File: src/rtl/hazard_ctrl.sv
// D-stage instruction classifier and hazard controller for the five-stage MIPS core:
// tracks E/M/W destination records, drives stall and forwarding selects, owns the mult/div busy counter.
module hazard_ctrl #(
  parameter int unsigned MULT_CYCLES = 5,
  parameter int unsigned DIV_CYCLES  = 10,
  parameter bit          MD_EN       = 1'b1
) (
  input  logic        clk,
  input  logic        rst_n,
  input  logic [31:0] instr_D,
  output logic        stall,
  output logic        md_start,
  output logic        md_busy,
  output logic [1:0]  fwd_rs_D,
  output logic [1:0]  fwd_rt_D,
  output logic [1:0]  fwd_rs_E,
  output logic [1:0]  fwd_rt_E,
  output logic        fwd_rt_M
);

  localparam int unsigned CNT_MAX = (MULT_CYCLES > DIV_CYCLES) ? MULT_CYCLES : DIV_CYCLES;
  localparam int unsigned CNT_W   = $clog2(CNT_MAX + 1);

  localparam logic [5:0] OP_RTYPE = 6'h00;
  localparam logic [5:0] OP_JAL   = 6'h03;
  localparam logic [5:0] OP_BEQ   = 6'h04;
  localparam logic [5:0] OP_BNE   = 6'h05;
  localparam logic [5:0] OP_ADDI  = 6'h08;
  localparam logic [5:0] OP_ANDI  = 6'h0c;
  localparam logic [5:0] OP_ORI   = 6'h0d;
  localparam logic [5:0] OP_LUI   = 6'h0f;
  localparam logic [5:0] OP_LB    = 6'h20;
  localparam logic [5:0] OP_LH    = 6'h21;
  localparam logic [5:0] OP_LW    = 6'h23;
  localparam logic [5:0] OP_SB    = 6'h28;
  localparam logic [5:0] OP_SH    = 6'h29;
  localparam logic [5:0] OP_SW    = 6'h2b;

  localparam logic [5:0] FN_JR    = 6'h08;
  localparam logic [5:0] FN_MFHI  = 6'h10;
  localparam logic [5:0] FN_MTHI  = 6'h11;
  localparam logic [5:0] FN_MFLO  = 6'h12;
  localparam logic [5:0] FN_MTLO  = 6'h13;
  localparam logic [5:0] FN_MULT  = 6'h18;
  localparam logic [5:0] FN_MULTU = 6'h19;
  localparam logic [5:0] FN_DIV   = 6'h1a;
  localparam logic [5:0] FN_DIVU  = 6'h1b;
  localparam logic [5:0] FN_ADD   = 6'h20;
  localparam logic [5:0] FN_SUB   = 6'h22;
  localparam logic [5:0] FN_AND   = 6'h24;
  localparam logic [5:0] FN_OR    = 6'h25;
  localparam logic [5:0] FN_SLT   = 6'h2a;
  localparam logic [5:0] FN_SLTU  = 6'h2b;

  logic [5:0] w_op;
  logic [5:0] w_funct;
  logic [4:0] w_rs_f;
  logic [4:0] w_rt_f;
  logic [4:0] w_rd_f;
  logic       w_shamt_zero;

  assign w_op         = instr_D[31:26];
  assign w_rs_f       = instr_D[25:21];
  assign w_rt_f       = instr_D[20:16];
  assign w_rd_f       = instr_D[15:11];
  assign w_funct      = instr_D[5:0];
  assign w_shamt_zero = (instr_D[10:6] == 5'd0);

  // Decoded D-stage view; unused source fields are forced to $0 so they never match.
  logic [4:0] w_d_rs;
  logic [4:0] w_d_rt;
  logic [1:0] w_tuse_rs;
  logic [1:0] w_tuse_rt;
  logic [4:0] w_d_dst;
  logic [1:0] w_d_tnew;
  logic       w_d_md;
  logic       w_d_div;
  logic       w_d_mdcls;

  always_comb begin
    w_d_rs    = 5'd0;
    w_d_rt    = 5'd0;
    w_tuse_rs = 2'd0;
    w_tuse_rt = 2'd0;
    w_d_dst   = 5'd0;
    w_d_tnew  = 2'd0;
    w_d_md    = 1'b0;
    w_d_div   = 1'b0;
    w_d_mdcls = 1'b0;
    case (w_op)
      OP_RTYPE: begin
        if (w_shamt_zero) begin
          case (w_funct)
            FN_ADD, FN_SUB, FN_AND, FN_OR, FN_SLT, FN_SLTU: begin
              w_d_rs    = w_rs_f;
              w_tuse_rs = 2'd1;
              w_d_rt    = w_rt_f;
              w_tuse_rt = 2'd1;
              w_d_dst   = w_rd_f;
              w_d_tnew  = 2'd1;
            end
            FN_JR: begin
              w_d_rs    = w_rs_f;
              w_tuse_rs = 2'd0;
            end
            FN_MULT, FN_MULTU, FN_DIV, FN_DIVU: begin
              if (MD_EN) begin
                w_d_rs    = w_rs_f;
                w_tuse_rs = 2'd1;
                w_d_rt    = w_rt_f;
                w_tuse_rt = 2'd1;
                w_d_md    = 1'b1;
                w_d_div   = w_funct[1];
                w_d_mdcls = 1'b1;
              end
            end
            FN_MFHI, FN_MFLO: begin
              if (MD_EN) begin
                w_d_dst   = w_rd_f;
                w_d_tnew  = 2'd1;
                w_d_mdcls = 1'b1;
              end
            end
            FN_MTHI, FN_MTLO: begin
              if (MD_EN) begin
                w_d_rs    = w_rs_f;
                w_tuse_rs = 2'd1;
                w_d_mdcls = 1'b1;
              end
            end
            default: ;
          endcase
        end
      end
      OP_ORI, OP_ANDI, OP_ADDI: begin
        w_d_rs    = w_rs_f;
        w_tuse_rs = 2'd1;
        w_d_dst   = w_rt_f;
        w_d_tnew  = 2'd1;
      end
      OP_LUI: begin
        w_d_dst  = w_rt_f;
        w_d_tnew = 2'd1;
      end
      OP_LW, OP_LH, OP_LB: begin
        w_d_rs    = w_rs_f;
        w_tuse_rs = 2'd1;
        w_d_dst   = w_rt_f;
        w_d_tnew  = 2'd2;
      end
      OP_SW, OP_SH, OP_SB: begin
        w_d_rs    = w_rs_f;
        w_tuse_rs = 2'd1;
        w_d_rt    = w_rt_f;
        w_tuse_rt = 2'd2;
      end
      OP_BEQ, OP_BNE: begin
        w_d_rs    = w_rs_f;
        w_tuse_rs = 2'd0;
        w_d_rt    = w_rt_f;
        w_tuse_rt = 2'd0;
      end
      OP_JAL: begin
        w_d_dst  = 5'd31;
        w_d_tnew = 2'd0;
      end
      default: ;
    endcase
  end

  // In-flight records for E, M and W.
  logic [4:0]       r_e_dst;
  logic [1:0]       r_e_tnew;
  logic             r_e_md;
  logic             r_e_div;
  logic [4:0]       r_e_rs;
  logic [4:0]       r_e_rt;
  logic [4:0]       r_m_dst;
  logic [1:0]       r_m_tnew;
  logic [4:0]       r_m_rt;
  logic [4:0]       r_w_dst;
  logic [1:0]       r_w_tnew;
  logic [CNT_W-1:0] r_md_cnt;

  logic w_md_start;
  logic w_md_busy;
  logic w_hz_rs;
  logic w_hz_rt;
  logic w_hz_md;
  logic w_stall;

  assign w_md_start = MD_EN && r_e_md;
  assign w_md_busy  = MD_EN && (r_md_cnt != CNT_W'(0));

  // A source stalls when the producer in E or M cannot deliver before the consumer needs it.
  always_comb begin
    w_hz_rs = 1'b0;
    w_hz_rt = 1'b0;
    if (w_d_rs != 5'd0) begin
      w_hz_rs = ((w_d_rs == r_e_dst) && (r_e_tnew > w_tuse_rs)) ||
                ((w_d_rs == r_m_dst) && (r_m_tnew > w_tuse_rs));
    end
    if (w_d_rt != 5'd0) begin
      w_hz_rt = ((w_d_rt == r_e_dst) && (r_e_tnew > w_tuse_rt)) ||
                ((w_d_rt == r_m_dst) && (r_m_tnew > w_tuse_rt));
    end
    w_hz_md = w_d_mdcls && (w_md_busy || w_md_start);
    w_stall = w_hz_rs || w_hz_rt || w_hz_md;
  end

  always_ff @(posedge clk or negedge rst_n) begin
    if (!rst_n) begin
      r_e_dst  <= 5'd0;
      r_e_tnew <= 2'd0;
      r_e_md   <= 1'b0;
      r_e_div  <= 1'b0;
      r_e_rs   <= 5'd0;
      r_e_rt   <= 5'd0;
      r_m_dst  <= 5'd0;
      r_m_tnew <= 2'd0;
      r_m_rt   <= 5'd0;
      r_w_dst  <= 5'd0;
      r_w_tnew <= 2'd0;
    end else begin
      r_w_dst  <= r_m_dst;
      r_w_tnew <= (r_m_tnew != 2'd0) ? r_m_tnew - 2'd1 : 2'd0;
      r_m_dst  <= r_e_dst;
      r_m_tnew <= (r_e_tnew != 2'd0) ? r_e_tnew - 2'd1 : 2'd0;
      r_m_rt   <= r_e_rt;
      if (w_stall) begin
        r_e_dst  <= 5'd0;
        r_e_tnew <= 2'd0;
        r_e_md   <= 1'b0;
        r_e_div  <= 1'b0;
        r_e_rs   <= 5'd0;
        r_e_rt   <= 5'd0;
      end else begin
        r_e_dst  <= w_d_dst;
        r_e_tnew <= w_d_tnew;
        r_e_md   <= w_d_md;
        r_e_div  <= w_d_div;
        r_e_rs   <= w_d_rs;
        r_e_rt   <= w_d_rt;
      end
    end
  end

  // Mult/div busy window; the start cycle itself is covered by md_start.
  always_ff @(posedge clk or negedge rst_n) begin
    if (!rst_n) begin
      r_md_cnt <= CNT_W'(0);
    end else if (w_md_start) begin
      r_md_cnt <= r_e_div ? CNT_W'(DIV_CYCLES) : CNT_W'(MULT_CYCLES);
    end else if (r_md_cnt != CNT_W'(0)) begin
      r_md_cnt <= r_md_cnt - CNT_W'(1);
    end
  end

  // Forwarding: nearest ready producer wins; $0 never matches.
  always_comb begin
    fwd_rs_D = 2'd0;
    fwd_rt_D = 2'd0;
    fwd_rs_E = 2'd0;
    fwd_rt_E = 2'd0;
    fwd_rt_M = 1'b0;
    if (w_d_rs != 5'd0) begin
      if ((w_d_rs == r_e_dst) && (r_e_tnew == 2'd0))      fwd_rs_D = 2'd1;
      else if ((w_d_rs == r_m_dst) && (r_m_tnew == 2'd0)) fwd_rs_D = 2'd2;
    end
    if (w_d_rt != 5'd0) begin
      if ((w_d_rt == r_e_dst) && (r_e_tnew == 2'd0))      fwd_rt_D = 2'd1;
      else if ((w_d_rt == r_m_dst) && (r_m_tnew == 2'd0)) fwd_rt_D = 2'd2;
    end
    if (r_e_rs != 5'd0) begin
      if ((r_e_rs == r_m_dst) && (r_m_tnew == 2'd0))      fwd_rs_E = 2'd1;
      else if ((r_e_rs == r_w_dst) && (r_w_tnew == 2'd0)) fwd_rs_E = 2'd2;
    end
    if (r_e_rt != 5'd0) begin
      if ((r_e_rt == r_m_dst) && (r_m_tnew == 2'd0))      fwd_rt_E = 2'd1;
      else if ((r_e_rt == r_w_dst) && (r_w_tnew == 2'd0)) fwd_rt_E = 2'd2;
    end
    if ((r_m_rt != 5'd0) && (r_m_rt == r_w_dst) && (r_w_tnew == 2'd0)) fwd_rt_M = 1'b1;
  end

  assign stall    = w_stall;
  assign md_start = w_md_start;
  assign md_busy  = w_md_busy;

endmodule

File: config.mk
export PLATFORM = sky130hd
export DESIGN_NAME = hazard_ctrl
export DESIGN_NICKNAME = d
export VERILOG_FILES = /design/src/rtl/hazard_ctrl.sv
export SDC_FILE = /design/constraint.sdc
export NUM_CORES = 1
export LEC_CHECK = 0
export CORE_MARGIN = 2
export CORE_UTILIZATION = 44
export DETAILED_ROUTE_END_ITERATION = 8
export HOLD_SLACK_MARGIN = 0.03
export PLACE_DENSITY = 0.78
export RECOVER_POWER = 50
export SLEW_MARGIN = 15
export SYNTH_ARGS = -nofsm -noshare
export SYNTH_HDL_FRONTEND = slang
export SYNTH_SLANG_ARGS = --single-unit
File: constraint.sdc
create_clock -name clk -period 3.3 [get_ports clk]
set_input_delay 0.495 -clock clk [delete_from_list [all_inputs] [get_ports clk]]
set_output_delay 0.495 -clock clk [all_outputs]
set_load 0.02 [all_outputs]
# Word level (Yosys, flattened, before mapping)
# Index checks and enable logic that the tools add are counted.
classes:
  addsub: 3
  n_lt_le_gt_ge: 4
  eq_ne: 37
  muxes: 53
  n_reduce_logical: 47
ops:
  columns: ["cell", "n"]
  rows:
  - ["== test 6 bit, second input constant", 12]
  - ["== test 6 x 5 -> 1 bit, second input constant", 8]
  - ["== test 5 bit", 9]
  - ["2-to-1 mux 5 bit", 9]
  - ["== test 6 x 4 -> 1 bit, second input constant", 5]
  - ["2-to-1 mux 2 bit", 15]
  - ["nonzero test 5 bit", 5]
  - ["2-to-1 mux 1 bit", 20]
  - ["one-hot mux 5 bit (2 select lines)", 2]
  - ["OR reduction 8 bit", 2]
  - ["logical AND 1 bit", 15]
  - ["one-hot mux 5 bit (3 select lines)", 1]
  - ["OR reduction 13 bit", 1]
  - ["== test 6 x 3 -> 1 bit, second input constant", 2]
  - ["2-to-1 mux 4 bit", 3]
  - ["OR reduction 12 bit", 1]
  - ["OR reduction 11 bit", 1]
  - ["OR reduction 10 bit", 1]
  - ["OR reduction 9 bit", 1]
  - ["> comparator 2 bit", 4]
  - ["OR reduction 4 bit", 2]
  - ["OR reduction 7 bit", 1]
  - ["== test 6 x 2 -> 1 bit, second input constant", 1]
  - ["logical NOT 2 bit", 3]
  - ["other kinds (12)", 20]
word_totals:
  regBits: 42
  inputBits: 34
  wordCells: 156

# Longest topological paths before layout
# Gate-level depths: netlist of the first run.
depth:
  word_depth: 12
  ltp_mapped: 13

# Least setup slack after synthesis of the first run
# OpenSTA, ideal clock, no wires.
synth_path:
  path_type: "input to output"
  startpoint: "in instr_D[3]"
  endpoint: "out stall"
  t_arrival_ps: 2761
  required_time_ps: 2805
  path_slack_ps: 44
  cell_stages: 12
  path_buffers: 2
  path_cell_list: "buf_2 > mux2_2 > a311o_1 > a21oi_4 > ha_1 > inv_1 > a21oi_1 > a211oi_1 > nand2_1 > nor4bb_1 > buf_2 > or4b_1"
synth_via:
  elab_chain_cells: 11
  elab_cells_between_ends: 55
  cone_classes: "order compare (4); eq/ne (19); mux (17); reduce/logical (15)"
synth_rtl:
  columns: ["item", "line_no", "text"]
  rows:
  - ["from (decl)", "10", "input logic [31:0] instr_D,"]
  - ["== test 6 x 5 -> 1 bit, or another cell as far along", "93", "case (w_funct)"]
  - ["OR reduction 12 bit (no source line), or another cell as far along", null, null]
  - ["2-to-1 mux 1 bit / 2-to-1 mux 5 bit (equally long branches)", null, null]
  - ["2-to-1 mux 1 bit / 2-to-1 mux 5 bit (equally long branches)", "92", "if (w_shamt_zero) begin"]
  - ["one-hot mux 1 bit (2 select lines), or another cell as far along", "90", "case (w_op)"]
  - ["> comparator 2 bit, or another cell as far along", "200", "w_hz_rs = ((w_d_rs == r_e_dst) && (r_e_tnew > w_tuse_rs)) ||"]
  - ["logical AND 1 bit (on tied branches)", null, null]
  - ["logical OR 1 bit (on tied branches)", "200, 204", null]
  - ["2-to-1 mux 1 bit (on tied branches)", "199, 203", null]
  - ["logical OR 1 bit", "208", "w_stall = w_hz_rs || w_hz_rt || w_hz_md;"]
  - ["logical OR 1 bit (*)", "208", null]
  - ["to (decl)", "11", "output logic stall,"]
# Mark *: on every way between the ends. The rest lies on a longest branch, timed or not.

# Worst setup path in the final report of the first run
layout_path:
  startpoint: "in instr_D[4]"
  endpoint: "out stall"
# The elaborated chain is that of the path after synthesis.

==> metrics.cfg, run 1 <==
[sta]
drv_slew=43
maxSlewHeadroom_pct=-47.5
hold_violations=0
setup-violations-final=0
period_share_pct=99.2
skew_ns=0.00745
setup_tns_ns=0
rsz0062_at_grt=true
worst_slew_pin_slew_ns=2.21
setup_ws_ns=0.0261
min_period_ns=3.27
clock.fmax_mhz=305

[finish]
final_common_cell=buf_4
diodes=0
final_core_util_pct=62.6
area_delta_synth_final_pct=37.3
nets=454
drive_gt1_share_pct=31.2
final_cells=509
final_cell_mix=buf_4 (54), dfrtp_1 (42), xnor2_1 (23)

[drt]
remaining_drc_errors=0
routed_via_density=5.70
vias=2899
drtPass1Iterations=4
wl_per_cell_um=16.4
ant_nets=0
drt_wl_total_um=8340
drt_iter0_markers=141

[yosys]
avgSynthCellArea_um2=9.57
synthCells=324
async_flop_share_pct=100
dominantRegCellSynth=dfrtp_1
netlist_area_mm2=0.00310
syn-num-nets=366
synth_edf_count=0
synth_seq_area_share_pct=33.9
ys_seq_elements=42
yosys_warnings=0
ys_types=62

[critical_path]
worstPathMaxFanout=4
critical_path.startpoint=instr_D[4]
arrival_ns=2.78
r2r_slack_ns=1.12
required_ns=2.80
crit_type=input pin to output pin
r2r-start=r_e_dst[4]
endpoint_kind=output pin
crit_path_cell_trace=clkdlybuf4s15_1 -> nor2b_2 -> a221oi_2 -> a311oi_4 -> o21a_1 -> o32ai_4 -> nor4_4 -> or4b_1 -> buf_6
max_stage_delay_ns=0.52
startpoint_type=input pin
slowest_stage=or4b_1

[clocking]
clock-sinks=42
cts_tree=built
clockBufferDepth=2
numCtsBuffers=5
clk_latency_ns=0.30
h-tree-depth=2
clk_pin_slew_ns=0.08
cts_root_buf=clkbuf_8

[global_routing]
grt_pass1_vias=2964
antenna_found_initial=0
met2_usage_pct=42.1
grt_use_met3_pct=3.11
grt-busiest-layer=met2
grt_use_met1_pct=26.2
grt-ovfl-total=0
grt_pass1_wl_um=13600
grt_max_degree=43
grt_usage_pct=22.4

[floorplan]
die_height_um=87.9
die_w_um=87.9
core_area_mm2=0.00679
dieArea_mm2=0.00773
num_io_pins=46
initial_core_util_pct=45.6
core.rowCount=30

[pwr]
ir_drop_uv=232
leakagePower_nw=1.85
power_density_mw_per_mm2=360
total_power_mw=1.53

[place]
gp_congestion=0.845
hpwl_um=5880
pre_cts_slack_ns=-0.820
port_buffers=45
dp.cells=491

[hold_path]
min_path_type=flop to flop
hold_start=r_e_rt[4]

[outcome]
violations=capacitance limit, slew limit
status=complete, but fails checks

[flow_run]
max_cap_violations=1

## where the power goes
part / internal, mW / total [mW] / switching (mW)
sequential: 0.554 / 0.593 / 0.0390
clock: 0.323 / 0.503 / 0.180
combinational: 0.225 / 0.437 / 0.212
total: 1.10 / 1.53 / 0.431
## synthesized netlist by cell type (4+ instances only)
| master | n | area [µm²] |
|---|---|---|
| nand4_1 | 5 | 31.3 |
| a21oi_1 | 8 | 40.0 |
| o21ai_0 | 10 | 50.1 |
| nand2b_1 | 4 | 25.0 |
| nand3_1 | 11 | 55.1 |
| nor2_1 | 24 | 90.1 |
| nor4_2 | 11 | 138 |
| clkbuf_1 | 7 | 26.3 |
| nand3b_1 | 6 | 45.0 |
| a221o_1 | 5 | 50.1 |
| o21a_1 | 4 | 30.0 |
| nor4_1 | 15 | 93.8 |
| and2_1 | 4 | 25.0 |
| xor2_1 | 17 | 149 |
| a211oi_1 | 5 | 37.5 |
| or4_1 | 4 | 30.0 |
| buf_2 | 5 | 25.0 |
| xnor2_1 | 23 | 201 |
| dfrtp_1 | 42 | 1050 |
| nor4b_1 | 4 | 35.0 |
| nor2b_1 | 6 | 37.5 |
| inv_1 | 9 | 33.8 |
| ha_1 | 8 | 100 |
| nand2_1 | 18 | 67.6 |
| buf_6 | 4 | 45.0 |
| nor3_1 | 11 | 55.1 |
## state kept, by name (all words and copies together), names as in the netlist
signal / flops
r_e_div: 1
r_e_tnew: 2
r_e_rs: 5
r_e_dst: 5
md_start: 1
r_m_rt: 5
r_md_cnt: 4
r_m_tnew: 2
r_e_rt: 5
r_w_tnew: 2
r_m_dst: 5
r_w_dst: 5
## kinds of logic after synthesis
logic type,count (synthesis),synth area share [%]
simple gates,144,30.4
fa+ha+maj,8,3.23
compound gates,58,14.8
mux,1,0.363
xor+xnor,41,11.8
flops,42,33.9
buf+inv,30,5.45
## area by class of cell
class | instances | area, µm²
clock inverters | 2 | 60.1
well taps | 96 | 120
repair buffers | 102 | 862
inverters | 9 | 33.8
clock buffers | 6 | 82.6
multi-input cells | 252 | 2040
flip-flops and latches | 42 | 1050
fillers | 540 | 2540
## critical path: cells and delay by family
kind / cells / cell delay (ns)
and+or+nand+nor: 3 / 0.78
buffers and inverters: 2 / 0.37
AOI/OAI and AO/OA: 4 / 1.13
## repair_timing
| item | in CTS | in global routing |
|---|---|---|
| hold buffers | 0 | 0 |
| setup buffers | 7 | 3 |
| pin swaps | 21 | 15 |
| resized for setup | 77 | 21 |
| endpoints found under the setup margin | 5 | 5 |
## final timing paths
| path | endpoint | depth (start not counted) |
|---|---|---|
| worst max-delay path | stall | 9 |
| worst min-delay path | r_m_rt[4] | 0 |
| worst max register to register | r_e_dst[4] | 8 |
| worst min register to register | r_m_rt[4] | 0 |
| max in group asynchronous | r_e_dst[4] | 1 |
| min in group asynchronous | r_m_tnew[1] | 1 |
## routing by layer
layer	routed length, µm	part of all wire [%]
met5	0	0
met4	194	2.3
met3	326	3.9
met2	4410	53
met1	3420	41
## metrics by stage
step                      area, µm²  hold slack (ns)
after global routing           4250            0.478
after detailed placement       3910            0.441
after global placement         3910            0.437
after floorplan                3100            0.199
final                          4250            0.455
after CTS                      4220            0.364
Note: power is estimated with default switching activity, not from simulation.
==> run 2, diff against run 1 <==
Settings changed: CAP_MARGIN set to 5, CORE_UTILIZATION 44 to 37, PLACE_DENSITY 0.78 to 0.69.
==> run 2 against run 1 <==
  * The flow finishes with violations (capacitance limit, slew limit, setup timing)
  * Register-to-register slack better by 0.06 ns
  * Clock skew up 0.0052 ns
  * Sequential share of layout area down 0.24 points
  * Critical path depth up 1
  * Cell count up 1.6%
  * Combinational power up 3%
  * Utilization down 10 points
  * First-iteration DRC count down 2.1%
  * Via count down 2.7%
  * Largest power group unchanged
==> metrics.cfg, run 2 (synthesized netlist as in run 1, its figures left out) <==
[outcome]
status=complete, but fails checks
violations=capacitance limit, slew limit, setup timing

[sta]
drv_slew=43
period_share_pct=100
clock.fmax_mhz=302
hold_violations=0
min_period_ns=3.31
setup-violations-final=1
skew_ns=0.0127
hold-worst-slack_ns=0.457
setup_ws_ns=-0.0140
worst_slew_pin_slew_ns=2.27
maxSlewHeadroom_pct=-51.3
rsz0062_at_grt=true

[finish]
drive_gt1_share_pct=34.2
final_cell_mix=buf_4 (52), dfrtp_1 (42), xnor2_1 (23)
fin_area_mm2=0.00430
diodes=0
nets=453
final_cells=517
area_delta_synth_final_pct=38.6
final_common_cell=buf_4

[clocking]
clk_pin_slew_ns=0.07
numCtsBuffers=5
clockBufferDepth=2
h-tree-depth=2
cts_root_buf=clkbuf_8
cts_hold_buffers=0
cts_tree=built
clk_latency_ns=0.30
clock-sinks=42

[drt]
wl_per_cell_um=16.6
drt_wl_total_um=8570
drtPass1Iterations=4
remaining_drc_errors=0
vias=2820
ant_nets=0
drt_iter0_markers=138
routed_via_density=5.45

[critical_path]
crit_type=input pin to output pin
startpoint_type=input pin
required_ns=2.80
arrival_ns=2.82
endpoint_kind=output pin
worstPathMaxFanout=4

[floorplan]
die_w_um=95.5
initial_core_util_pct=37.9
core_area_mm2=0.00818
num_io_pins=46
dieArea_mm2=0.00912
die_height_um=95.5
core.rowCount=33

[place]
dp.cells=504
placed_area_mm2=0.00395
port_buffers=45
gp_congestion=0.885
hpwl_um=6270

[pwr]
leakagePower_nw=1.84
ir_drop_uv=134
power_density_mw_per_mm2=321

[global_routing]
grt_pass1_vias=2826
grt_pass1_wl_um=13500
grt_max_degree=43
grt-ovfl-total=0
grt_usage_pct=19.1
antenna_found_initial=0

[hold_path]
min_path_type=flop to flop

[flow_run]
max_cap_violations=1

run 2: path summary, 6_finish.rpt:
path                          endpoint  slack (ns)  startpoint  depth (start not counted)
max reg2reg                  r_e_rt[2]        1.18  r_m_dst[1]                          7
max                              stall       -0.01  instr_D[1]                         10
min reg2reg                  r_m_rt[3]        0.46   r_e_rt[3]                          0
max in group asynchronous    r_e_rs[0]        1.13       rst_n                          1
min in group asynchronous  r_md_cnt[3]        0.86       rst_n                          1
min                          r_m_rt[3]        0.46   r_e_rt[3]                          0
run 2: layout make-up:
class | count | area (µm²)
fillers | 722 | 3880
multi-input cells | 252 | 2150
flip-flops and latches | 42 | 1050
repair buffers | 101 | 838
well taps | 105 | 131
clock buffers | 7 | 86.3
inverters | 9 | 33.8
clock inverters | 1 | 5.00
run 2: stage by stage:
step / worst slack, ns / TNS, ns / power [mW] / utilization (%)
after floorplan: 0.0444 / 0 / 0.842 / -
after global placement: -0.854 / -4.51 / 1.01 / 48.4
after detailed placement: -0.894 / -5.95 / 1.02 / 48.4
after CTS: -0.0133 / -0.0133 / 1.37 / 50.6
after global routing: -0.0896 / -0.119 / 1.47 / 52.5
final: -0.0140 / -0.0140 / 1.38 / 52.5
run 2: routing by layer:
layer	GRT usage (%)	part of all wire, %	up-vias
met3	2.77	3.5	26
met2	35.7	53	69
li1	-	-	1364
met1	21.9	41	1361
met4	6.67	3.1	0
met5	0	0	-
run 2: where the power goes:
part | switching [mW] | internal [mW] | total, mW
Sequential | 0.0397 | 0.554 | 0.594
Combinational | 0.219 | 0.229 | 0.448
Clock | 0.170 | 0.169 | 0.339
run 2: critical path, cell delays in order:
cell	delay (ns)
buf_8	0.10
mux2_4	0.29
a311o_1	0.40
a21oi_4	0.27
buf_6	0.16
o21ai_2	0.06
xor2_1	0.16
nor4bb_4	0.18
or4b_4	0.55
buf_6	0.15
run 2: what timing repair did:
action,CTS,global route
endpoints found under the setup margin,5,5
pin swaps,21,24
resized for setup,84,46
buffers inserted,3,2
hold endpoints to repair,0,0
